--- src/rtl/frame_gen_pkg.sv ---
// Shared encodings for axis_frame_gen: payload modes, FSM states and PN LFSR constants.
package frame_gen_pkg;

    localparam logic [1:0] MODE_RAMP  = 2'd0;
    localparam logic [1:0] MODE_CONST = 2'd1;
    localparam logic [1:0] MODE_PN    = 2'd2;

    typedef enum logic [1:0] {
        StIdle,
        StActive,
        StPad,
        StGap
    } state_e;

    // x^15 + x^14 + 1, shifting towards the MSB; the MSB is the output bit.
    localparam logic [14:0]  LFSR_SEED   = 15'h7FFF;
    localparam int unsigned  LFSR_TAP_HI = 14;
    localparam int unsigned  LFSR_TAP_LO = 13;

    function automatic logic [14:0] lfsr_next(input logic [14:0] s);
        return {s[13:0], s[LFSR_TAP_HI] ^ s[LFSR_TAP_LO]};
    endfunction

endpackage

--- src/rtl/pn_lfsr.sv ---
// 15-bit Fibonacci PN generator with step enable and synchronous reseed to LFSR_SEED.
module pn_lfsr
    import frame_gen_pkg::*;
(
    input  logic        aclk,
    input  logic        aresetn,
    input  logic        step,
    input  logic        reseed,
    output logic [14:0] state,
    output logic        pn_bit
);

    always_ff @(posedge aclk or negedge aresetn) begin
        if (!aresetn) begin
            state <= LFSR_SEED;
        end else if (reseed) begin
            state <= LFSR_SEED;
        end else if (step) begin
            state <= lfsr_next(state);
        end
    end

    assign pn_bit = state[LFSR_TAP_HI];

endmodule

--- src/rtl/axis_frame_gen.sv ---
// Framed AXI4-Stream test-signal source: ramp/constant/PN payload, zero pad, tlast, idle gap.
// Define FRAME_GEN_PN_EN to build the PN payload mode; without it mode 2 falls back to ramp.
module axis_frame_gen
    import frame_gen_pkg::*;
#(
    parameter int unsigned       DATA_W     = 16,
    parameter int unsigned       FRAME_LEN  = 40,
    parameter int unsigned       ACTIVE_LEN = 32,
    parameter int unsigned       GAP_LEN    = 0,
    parameter logic [DATA_W-1:0] CONST_VAL  = 16'h4000,
    parameter logic [DATA_W-1:0] PN_AMP     = 16'h3FFF
) (
    input  logic              aclk,
    input  logic              aresetn,
    input  logic              start,
    input  logic              stop,
    input  logic [1:0]        mode,
    input  logic [15:0]       num_frames,
    output logic [DATA_W-1:0] m_axis_tdata,
    output logic              m_axis_tvalid,
    input  logic              m_axis_tready,
    output logic              m_axis_tlast,
    output logic              busy,
    output logic              frame_done,
    output logic [15:0]       frame_cnt
);

    localparam int unsigned       BEAT_W     = $clog2(FRAME_LEN + 1);
    localparam int unsigned       GAP_W      = (GAP_LEN > 1) ? $clog2(GAP_LEN) : 1;
    localparam logic [BEAT_W-1:0] ACTIVE_END = BEAT_W'(ACTIVE_LEN);
    localparam logic [BEAT_W-1:0] LAST_BEAT  = BEAT_W'(FRAME_LEN - 1);
    localparam logic [GAP_W-1:0]  GAP_LAST   = GAP_W'(GAP_LEN - 1);
    localparam logic              FIRST_LAST = (FRAME_LEN == 1);

    if (FRAME_LEN < 1 || ACTIVE_LEN < 1 || ACTIVE_LEN > FRAME_LEN || PN_AMP[DATA_W-1])
    begin : g_param_check
        $error("axis_frame_gen: illegal FRAME_LEN/ACTIVE_LEN/PN_AMP");
    end

    state_e            state_q;
    logic [BEAT_W-1:0] beat_q;
    logic [BEAT_W-1:0] beat_nxt;
    logic [BEAT_W-1:0] idx;
    logic [GAP_W-1:0]  gap_q;
    logic [1:0]        mode_q;
    logic [1:0]        mode_sel;
    logic              stop_q;
    logic              handshake;
    logic              burst_end;
    logic [15:0]       cnt_inc;
    logic [DATA_W-1:0] payload_nxt;

    assign handshake = m_axis_tvalid && m_axis_tready;
    assign beat_nxt  = beat_q + 1'b1;
    assign cnt_inc   = frame_cnt + 16'd1;
    assign burst_end = stop_q || stop || (num_frames != 16'd0 && cnt_inc == num_frames);
    assign busy      = (state_q != StIdle);

`ifdef FRAME_GEN_PN_EN
    logic [14:0] lfsr_state;
    logic        lfsr_bit;

    pn_lfsr u_pn_lfsr (
        .aclk    (aclk),
        .aresetn (aresetn),
        .step    (handshake && state_q == StActive),
        .reseed  (handshake && m_axis_tlast),
        .state   (lfsr_state),
        .pn_bit  (lfsr_bit)
    );
`endif

    // Payload of the beat that will be loaded at the next advance; beat 0 always starts
    // from a freshly seeded LFSR, later beats see the LFSR after this beat's step.
    always_comb begin
        idx         = (state_q == StIdle || state_q == StGap || m_axis_tlast) ? '0 : beat_nxt;
        mode_sel    = (state_q == StIdle) ? mode : mode_q;
        payload_nxt = DATA_W'(idx);
        if (mode_sel == MODE_CONST) begin
            payload_nxt = CONST_VAL;
        end
`ifdef FRAME_GEN_PN_EN
        if (mode_sel == MODE_PN) begin
            payload_nxt = ((idx == '0) ? LFSR_SEED[LFSR_TAP_HI] : lfsr_state[LFSR_TAP_LO])
                        ? PN_AMP : -PN_AMP;
        end
`endif
    end

    always_ff @(posedge aclk or negedge aresetn) begin
        if (!aresetn) begin
            state_q       <= StIdle;
            beat_q        <= '0;
            gap_q         <= '0;
            mode_q        <= MODE_RAMP;
            stop_q        <= 1'b0;
            m_axis_tdata  <= '0;
            m_axis_tvalid <= 1'b0;
            m_axis_tlast  <= 1'b0;
            frame_done    <= 1'b0;
            frame_cnt     <= '0;
        end else begin
            frame_done <= 1'b0;
            case (state_q)
                StIdle: begin
                    if (start) begin
                        state_q       <= StActive;
                        beat_q        <= '0;
                        frame_cnt     <= '0;
                        mode_q        <= mode;
                        stop_q        <= stop;
                        m_axis_tvalid <= 1'b1;
                        m_axis_tdata  <= payload_nxt;
                        m_axis_tlast  <= FIRST_LAST;
                    end
                end
                StGap: begin
                    stop_q <= stop_q | stop;
                    if (gap_q == GAP_LAST) begin
                        state_q       <= StActive;
                        gap_q         <= '0;
                        m_axis_tvalid <= 1'b1;
                        m_axis_tdata  <= payload_nxt;
                        m_axis_tlast  <= FIRST_LAST;
                    end else begin
                        gap_q <= gap_q + 1'b1;
                    end
                end
                default: begin
                    if (stop) begin
                        stop_q <= 1'b1;
                    end
                    if (handshake && m_axis_tlast) begin
                        frame_done <= 1'b1;
                        frame_cnt  <= cnt_inc;
                        beat_q     <= '0;
                        stop_q     <= 1'b0;
                        if (burst_end) begin
                            state_q       <= StIdle;
                            m_axis_tvalid <= 1'b0;
                            m_axis_tdata  <= '0;
                            m_axis_tlast  <= 1'b0;
                        end else if (GAP_LEN != 0) begin
                            state_q       <= StGap;
                            gap_q         <= '0;
                            m_axis_tvalid <= 1'b0;
                            m_axis_tdata  <= '0;
                            m_axis_tlast  <= 1'b0;
                        end else begin
                            state_q      <= StActive;
                            m_axis_tdata <= payload_nxt;
                            m_axis_tlast <= FIRST_LAST;
                        end
                    end else if (handshake) begin
                        beat_q       <= beat_nxt;
                        state_q      <= (beat_nxt < ACTIVE_END) ? StActive : StPad;
                        m_axis_tdata <= (beat_nxt < ACTIVE_END) ? payload_nxt : '0;
                        m_axis_tlast <= (beat_nxt == LAST_BEAT);
                    end
                end
            endcase
        end
    end

endmodule
--- config.mk ---
export PLATFORM = sky130hd
export DESIGN_NAME = axis_frame_gen
export DESIGN_NICKNAME = d
export VERILOG_FILES = /design/src/rtl/frame_gen_pkg.sv /design/src/rtl/pn_lfsr.sv /design/src/rtl/axis_frame_gen.sv
export SDC_FILE = /design/constraint.sdc
export NUM_CORES = 1
export LEC_CHECK = 0
export BUFFER_PORTS_ARGS = -buffer_cell sky130_fd_sc_hd__buf_2
export CELL_PAD_IN_SITES_DETAIL_PLACEMENT = 0
export CELL_PAD_IN_SITES_GLOBAL_PLACEMENT = 1
export CORE_MARGIN = 4
export CORE_UTILIZATION = 36
export CTS_BUF_LIST = sky130_fd_sc_hd__clkbuf_2
export DETAILED_ROUTE_END_ITERATION = 16
export GPL_ROUTABILITY_DRIVEN = 0
export PLACE_DENSITY_LB_ADDON = 0.2
export SYNTH_ARGS = -nofsm -noshare
export SYNTH_HDL_FRONTEND = slang
export SYNTH_SLANG_ARGS = --single-unit
--- constraint.sdc ---
create_clock -name aclk -period 2.3 [get_ports aclk]
set_input_delay 0.115 -clock aclk [delete_from_list [all_inputs] [get_ports aclk]]
set_output_delay 0.115 -clock aclk [all_outputs]
set_load 0.1 [all_outputs]
==> results of run 1 <==
## critical path, delay by kind of cell, from the launching register on
family	cells	cell delay (ps)
simple gates	3	560
flops	1	530
compound gates	4	980
## cells in the final DEF (no fill, tap or decap), drive strengths merged, types with 2 or more instances in the layout
master / Yosys / layout
a211o: 2 / 2
a21o: 3 / 3
a21oi: 13 / 13
a22o: 2 / 2
a31oi: 6 / 6
and2: 2 / 2
and3: 5 / 5
and4: 2 / 2
buf: 17 / 68
clkbuf: 3 / 5
clkinvlp: 0 / 3
conb: 1 / 9
dfrtp: 38 / 38
dlygate4sd3: 0 / 3
ha: 5 / 5
inv: 10 / 9
mux2: 2 / 2
nand2: 32 / 32
nand2b: 6 / 6
nand3: 16 / 16
nand4: 12 / 12
nor2: 20 / 20
nor3: 6 / 6
nor3b: 2 / 2
nor4: 5 / 5
o2111ai: 2 / 2
o21a: 2 / 2
o21ai: 41 / 41
o31ai: 5 / 5
or3: 4 / 4
xnor2: 12 / 12
xor2: 9 / 9
## how the worst min path moves through the flow
stage          cells past startpoint  slack, ps    start                   endpoint
2_1_floorplan                      0       -180  aresetn      beat_q[0]$_DFFE_PN0P_
3_3_place_gp                       1        290  aresetn   frame_cnt[7]$_DFFE_PN0P_
3_5_place_dp                       1        300  aresetn  frame_cnt[15]$_DFFE_PN0P_
4_1_cts                            3         10    start         stop_q$_DFFE_PN0P_
5_1_grt                            3          9    start         stop_q$_DFFE_PN0P_
6_report                           3         40    start         stop_q$_DFFE_PN0P_
## cells by family after synthesis
kind of cell / after synthesis / synth area share [%]
AOI/OAI and AO/OA: 88 / 21.4
xor gates and xnor gates: 21 / 7.24
adders and majority gates: 5 / 2.46
buffers and inverters: 30 / 6.40
DFF: 38 / 37.4
muxes: 3 / 1.28
other: 1 / 0.148
and+or+nand+nor: 118 / 23.6
## repair_timing
item                       CTS  global route
setup endpoints to repair    0             4
resized for setup            0             4
buffers inserted             0             3
hold endpoints to repair    40             0
hold buffers                 3             0
## routing by layer
metal	part of all wire, %	global-route usage [%]
met5	0	0
met4	0.73	4.21
met3	5.2	3.45
met2	44	26.8
met1	50	25.2
## final cells by class
type	count	area, um2	area share [%]
Multi-Input combinational cell	244	1490	47.7
Clock inverter	3	45.0	1.44
Clock buffer	5	25.0	0.800
Sequential cell	38	986	31.5
Timing Repair Buffer	71	418	13.4
Tap cell	96	120	3.84
Inverter	10	41.3	1.32
## per-stage QoR
stage	area (um2)	hold slack [ps]	setup WS, ps
2_1_floorplan	2640	-181	-36.0
3_3_place_gp	2980	292	154
3_5_place_dp	2980	300	100
4_1_cts	3080	13.6	43.2
5_1_grt	3130	8.91	38.9
6_report	3130	36.4	163
## sequential cells by signal (all words and copies together), names as in the netlist
signal / count
frame_cnt: 16
m_axis_tvalid: 1
m_axis_tdata: 7
mode_q: 2
gap_q: 1
m_axis_tlast: 1
stop_q: 1
frame_done: 1
beat_q: 6
state_q: 2
## power by group through the flow
stage / clock [mW] / sequential, mW / combinational, mW
3_5_place_dp: 0 / 0.681 / 0.149
6_report: 0.444 / 0.669 / 0.153
5_1_grt: 0.489 / 0.670 / 0.165
2_1_floorplan: 0 / 0.681 / 0.110
4_1_cts: 0.465 / 0.669 / 0.153
3_3_place_gp: 0 / 0.681 / 0.149
==> flow_summary.ini, run 1 <==
[clock_network]
cts.sinks = 38
clock_latency_ps = 410
cts_tree = yes
cts-buffers-inserted = 5
cts.reportedPaths.clkPinSlew_ps = 230
clock_path_buffers = 2
htreeDepth = 2
cts_root_buffer = clkbuf_2

[floorplanning]
die_y_um = 92.0
die_x_um = 92.0
core_um2 = 6830
start_util_pct = 37.2
num_rows = 30
die_area_um2 = 8470
pin_count = 59

[timing]
layout_worst_path_cycle_share_pct = 92.9
setup-violations-final = 0
period_needed_ps = 2140
tightest_slew_ps = 883
fin_tns_setup_ps = 0
max_slew_margin_pct = 41.1
rsz0062_at_grt = false
drv_slew = 0
max_freq_mhz = 468
skew_ps = 12.6
hold_viol = 0

[placed_design]
dp_hpwl_um = 5190
dp.cells = 453
port_buffers = 49

[power_and_ir_drop]
power_mw = 1.27
comb_power_share_pct = 12.1
switching_share_pct = 29.8
p_per_area_nw_per_um2 = 405
clkPwrFrac_pct = 35.1
p_leak_nw = 1.37
p_seq_share_pct = 52.9
irDropWorstVdd_uv = 239
p_sw_uw = 377
intPower_uw = 889

[worst_setup_path]
r2r-end = m_axis_tvalid$_DFFE_PN0P_
path_cells = or3b_1 -> a2111o_1 -> nand3_2 -> a21boi_2 -> nand4_1 -> o211a_1 -> o311ai_1
setup.worst_path.end = m_axis_tvalid$_DFFE_PN0P_
reg2reg_slack_ps = 160
cpPeakStageDelay_ps = 530
crit_start = frame_cnt[5]$_DFFE_PN0P_
rr_startpoint = frame_cnt[5]$_DFFE_PN0P_
r2r_cells = 7
end_kind = flop
path_class = flop to flop
required_ps = 2640
cp_slowest_cell = dfrtp_4
critPathLaunchType = flop
crit_arrival_ps = 2480
crit_fanout = 11

[synth]
ys_seq_area_share_pct = 37.4
synthTopCellsByCount = o21ai_0, dfrtp_1, nand2_1
synth.most_common_cell = o21ai_0
synth_cell_types = 52
yosys.area.top_type = dfrtp_1
synth_edf_count = 0
synthFlopType = dfrtp_1
synth_cells = 304
ys_warn_count = 0
synth.top_cell.area_share_pct = 37.4
synth_area_leaders = dfrtp_1, o21ai_0, nand2_1
postSynthRegisterBits = 38
async_flop_share_pct = 100
synth_area_per_cell_um2 = 8.36
synthesis.area_um2 = 2540

[grt]
grt_pass1_vias = 2416
grt_pass1_wl_um = 12000
grt.total_usage_pct = 17.4
antenna_found_initial = 0
overflow = 0
grt_max_degree = 39

[drt]
first_pass_iters = 4
wl_per_cell_um = 15.0
via_per_inst = 5.27
drc_errors = 0
first_iter_violations = 114
postRouteAntennaNets = 0
via_count = 2460
wirelength_um = 7030

[status]
status = completed

[cells_and_area]
final_nets = 398
fillerInstances = 717
instances_no_fill = 467
diodes = 0
drive_gt1_share_pct = 27.5
synthToLayoutAreaGrowth_pct = 23.0
final_util_pct = 45.8

[worst_hold_path]
hp-class = input pin to flop

[run]
cap_violations = 0
(Power assumes the default switching activity.)
==> run 2: changes to the inputs <==
Settings changed: CTS_BUF_LIST sky130_fd_sc_hd__clkbuf_2 to unset.
==> run 2 against run 1 <==
Effect of this change: sequential power is essentially flat; global-route usage fell by 0.23 points; utilization grew 0.16 points; flip-flop and latch count did not move; first-iteration DRC count fell by 7.0%; worst hold slack better by 36 ps; fmax shrank 1.7%; combinational power barely moved; die area stayed put; wire length shrank 1.6%; critical endpoint unchanged.
==> flow_summary.ini, run 2 (synthesis results as in run 1) <==
[worst_setup_path]
rr_startpoint = frame_cnt[0]$_DFFE_PN0P_
r2r_cells = 8
end_kind = flop
required_ps = 2500
reg2reg_slack_ps = 130
critPathLaunchType = flop
cp_top_family = simple AND/OR/NAND/NOR gates
cp.buffers_inverters = 0
crit_fanout = 8
path_cells = ha_1 -> xor2_1 -> nor2_1 -> nand3_1 -> nor4_2 -> nand4_1 -> o211a_1 -> o311ai_1
r2r-end = m_axis_tvalid$_DFFE_PN0P_
crit_arrival_ps = 2370
cpPeakStageDelay_ps = 520
cp_slowest_cell = dfrtp_4
path_class = flop to flop

[timing]
worst_slack_ps = 126
setup-violations-final = 0
skew_ps = 5.20
max_freq_mhz = 460
max_slew_margin_pct = 40.8
drv_slew = 0
period_needed_ps = 2170
layout_worst_path_cycle_share_pct = 94.5
tightest_slew_ps = 888
hold_viol = 0

[grt]
overflow = 0
grt.total_usage_pct = 17.2
grt_max_degree = 39
antenna_found_initial = 0
grt_pass1_vias = 2405
grt_pass1_wl_um = 11800

[run]
cap_violations = 0

[drt]
first_pass_iters = 4
first_iter_violations = 106
via_count = 2452
wirelength_um = 6910
wl_per_cell_um = 14.9
postRouteAntennaNets = 0
via_per_inst = 5.27
drc_errors = 0

[floorplanning]
die_y_um = 92.0
die_x_um = 92.0
pin_count = 59
start_util_pct = 37.2
core_um2 = 6830
die_area_um2 = 8470
num_rows = 30

[cells_and_area]
final_common_cell = buf_2
drive_gt1_share_pct = 27.4
reg.largest.list = frame_cnt (16), m_axis_tdata (7), beat_q (6)
final_cell_mix = buf_2, o21ai_0, nand2_1
synthToLayoutAreaGrowth_pct = 23.5
fillerInstances = 705
seqCellArea_um2 = 986
diodes = 0
largest_reg_flops = 16
multi_input_comb_area_um2 = 1480
final_util_pct = 45.9
largest_register = frame_cnt
instances_no_fill = 465
final_nets = 396
stdcell_area_um2 = 3140

[power_and_ir_drop]
p_per_area_nw_per_um2 = 449
power_mw = 1.41
p_leak_nw = 1.38
irDropWorstVdd_uv = 225

[worst_hold_path]
min_path_cells = 2
worstHoldStart = mode[1]
hp-class = input pin to flop
min_to = mode_q[1]$_DFFE_PN0P_

[placed_design]
port_buffers = 49
place_ws_ps = 100
dp.cells = 453
dp_hpwl_um = 5190
placed_cell_area_um2 = 2980

[clock_network]
cts-buffers-inserted = 5
clock_latency_ps = 290
cts_root_buffer = clkbuf_8
htreeDepth = 2
clock_path_buffers = 2
cts.sinks = 38
cts_tree = yes
cts.reportedPaths.clkPinSlew_ps = 80

[status]
status = completed
==> run 2: changes by cell type in the layout (fill, tap and decap cells not counted) <==
cell	delta
clkbuf_2	-5
dlygate4sd3_1	-2
ha_1	+1
ha_4	-1
clkbuf_8	+5
==> run 2: timing repair <==
item,CTS,global route
resized for setup,0,3
hold buffers,1,0
endpoints found under the hold margin,38,0
setup buffers,0,3
setup endpoints to repair,0,4
==> run 2: final cells by class <==
class	count	share of cell area [%]
clock buffer	5	2.19
timing repair buffer	69	12.7
clock inverter	3	1.44
multi-input combinational	244	47.1
tap	96	3.83
sequential	38	31.4
inverter	10	1.32
==> run 2: metrics by stage <==
step / TNS [ps] / hold WS [ps]
3_5_place_dp: 0 / 300
4_1_cts: 0 / 61.3
3_3_place_gp: 0 / 292
2_1_floorplan: -36.0 / -181
5_1_grt: -4.52 / 74.2
6_report: 0 / 72.7
==> run 2: how the worst max path moves through the flow <==
stage,from,to,cells past startpoint
after CTS,frame_cnt[0]$_DFFE_PN0P_,m_axis_tvalid$_DFFE_PN0P_,8
after global placement,frame_cnt[0]$_DFFE_PN0P_,m_axis_tvalid$_DFFE_PN0P_,8
final,frame_cnt[0]$_DFFE_PN0P_,m_axis_tvalid$_DFFE_PN0P_,8
after global routing,frame_cnt[0]$_DFFE_PN0P_,m_axis_tdata[14]$_DFFE_PN0P_,8
after detailed placement,frame_cnt[0]$_DFFE_PN0P_,m_axis_tvalid$_DFFE_PN0P_,8
after floorplan,frame_cnt[3]$_DFFE_PN0P_,m_axis_tvalid$_DFFE_PN0P_,9
==> run 2: report_power, final <==
group	leakage (nW)	internal, mW	switching [mW]
registers	0.488	0.667	0.0000000000000000288
clock network	0.0504	0.323	0.268
logic	0.838	0.0352	0.115
total	1.38	1.03	0.382
==> run 2: metal layers <==
layer | part of all wire (%) | global-route usage, % | routed length (um) | vias up
met1 | 49 | 25.0 | 3420 | 1161
li1 | - | - | - | 1217
met2 | 44 | 26.4 | 3030 | 68
met4 | 0.98 | 4.21 | 68 | 0
met3 | 5.7 | 3.20 | 395 | 6
met5 | 0 | 0 | 0 | -
==> run 3: changes to the inputs <==
Settings changed: GPL_TIMING_DRIVEN set to 0.
==> run 3 against run 2 <==
Effect of this change: power is 8.9% higher; largest power group is now clock; first-iteration DRC count rose by 42%; critical endpoint unchanged; via count is 0.29% higher; highest routed layer unchanged.
==> flow_summary.ini, run 3 (synthesis results as in run 1) <==
[status]
status = completed

[timing]
drv_slew = 0
hold_viol = 0
setup-violations-final = 0
skew_ps = 13.0
layout_worst_path_cycle_share_pct = 96.4
period_needed_ps = 2220
max_slew_margin_pct = 41.1
max_freq_mhz = 451
tightest_slew_ps = 884
fin_tns_setup_ps = 0

[cells_and_area]
stdcell_area_um2 = 3230
largest_reg_flops = 16
final_cell_mix = buf_2, o21ai_0, nand2_1
reg.largest.list = frame_cnt (16), m_axis_tdata (7), beat_q (6)
drive_gt1_share_pct = 29.5
diodes = 0
final_common_cell = buf_2
largest_register = frame_cnt
final_nets = 400
synthToLayoutAreaGrowth_pct = 27.1

[worst_setup_path]
path_class = flop to flop
r2r_cells = 9
required_ps = 2510
end_kind = flop
r2r-end = m_axis_tvalid$_DFFE_PN0P_
critPathLaunchType = flop
crit_start = frame_cnt[3]$_DFFE_PN0P_
reg2reg_slack_ps = 80
rr_startpoint = frame_cnt[3]$_DFFE_PN0P_
crit_arrival_ps = 2430
crit_fanout = 7

[grt]
grt.total_usage_pct = 16.8
antenna_found_initial = 0
grt_pass1_vias = 2318
overflow = 0
grt_max_degree = 39
grt_pass1_wl_um = 11400

[drt]
via_count = 2459
first_iter_violations = 151
wl_per_cell_um = 14.8
wirelength_um = 6960
drc_errors = 0
via_per_inst = 5.24
postRouteAntennaNets = 0
first_pass_iters = 4

[clock_network]
clock_path_buffers = 2
cts.reportedPaths.clkPinSlew_ps = 90
cts_root_buffer = clkbuf_8
cts-buffers-inserted = 5
clock_latency_ps = 300
htreeDepth = 2
cts_tree = yes
cts.sinks = 38

[floorplanning]
start_util_pct = 37.2
core_um2 = 6830
die_x_um = 92.0
pin_count = 59
die_y_um = 92.0
num_rows = 30
die_area_um2 = 8470

[run]
cap_violations = 0

[worst_hold_path]
min_to = mode_q[0]$_DFFE_PN0P_
min_path_cells = 2
hp-class = input pin to flop
worstHoldStart = mode[0]

[power_and_ir_drop]
p_per_area_nw_per_um2 = 475
p_leak_nw = 1.42
irDropWorstVdd_uv = 320

[placed_design]
dp_hpwl_um = 5050
placed_cell_area_um2 = 3000
port_buffers = 49
-- run 3: cell count changes in the layout (fill, tap and decap cells not counted), moves of 2 or more --
cell / before / now
buf_4: 19 / 14
buf_6: 0 / 4
buf_2: 49 / 51
clkbuf_2: 0 / 2
clkinvlp_4: 3 / 1
ha_1: 5 / 3
ha_2: 0 / 2
-- run 3: cell type report --
type	instances	area, um2
fill	697	3600
multi-input combinational	244	1520
sequential	38	986
timing repair buffer	54	285
buffer	19	144
tap	96	120
clock buffer	5	68.8
clock inverter	3	68.8
inverter	10	41.3
-- run 3: metal layers --
layer  GRT usage [%]  wire (um)
met5               0          0
met3            3.28        360
met4            4.08         52
met2            25.1       3090
met1            24.9       3460
-- run 3: power by group --
part	internal (mW)	leakage, nW	switching [mW]
combinational	0.0461	0.866	0.117
sequential	0.667	0.488	0.0000000000000000295
clock	0.435	0.0683	0.267
-- run 3: critical path, cell delays in order, from the launching register on --
cell	delay (ps)
dfrtp_4	410
buf_6	130
and4_1	190
buf_4	160
nand4_1	160
a211o_1	350
a21boi_2	140
nand4_1	140
o211a_1	240
o311ai_1	210
-- run 3: worst max path at each step --
| stage | end | cells after the start |
|---|---|---|
| 5_1_grt | m_axis_tvalid$_DFFE_PN0P_ | 8 |
| 3_3_place_gp | m_axis_tvalid$_DFFE_PN0P_ | 8 |
| 3_5_place_dp | m_axis_tvalid$_DFFE_PN0P_ | 8 |
| 2_1_floorplan | m_axis_tvalid$_DFFE_PN0P_ | 9 |
| 4_1_cts | frame_cnt[5]$_DFFE_PN0P_ | 6 |
| 6_report | m_axis_tvalid$_DFFE_PN0P_ | 9 |
-- run 3: stage by stage --
stage / total power [mW] / cells / setup WS [ps] / hold WS (ps) / util, %
global route: 1.59 / 469 / -31.3 / 77.4 / 47.3
CTS: 1.55 / 466 / 1.12 / 64.8 / 46.5
floorplan: 0.791 / 312 / -36.0 / -181 / -
detailed placement: 0.841 / 457 / -195 / 296 / 44.0
global placement: 0.841 / 457 / -194 / 292 / 44.0
finish: 1.53 / 469 / 83.7 / 73.6 / 47.3
-- run 3: repair_timing --
item / CTS / global route
endpoints found under the hold margin: 38 / 0
pin swaps: 0 / 2
setup endpoints to repair: 4 / 20
buffers inserted: 0 / 4
hold buffers: 1 / 0
resized for setup: 5 / 12
cloned: 0 / 0
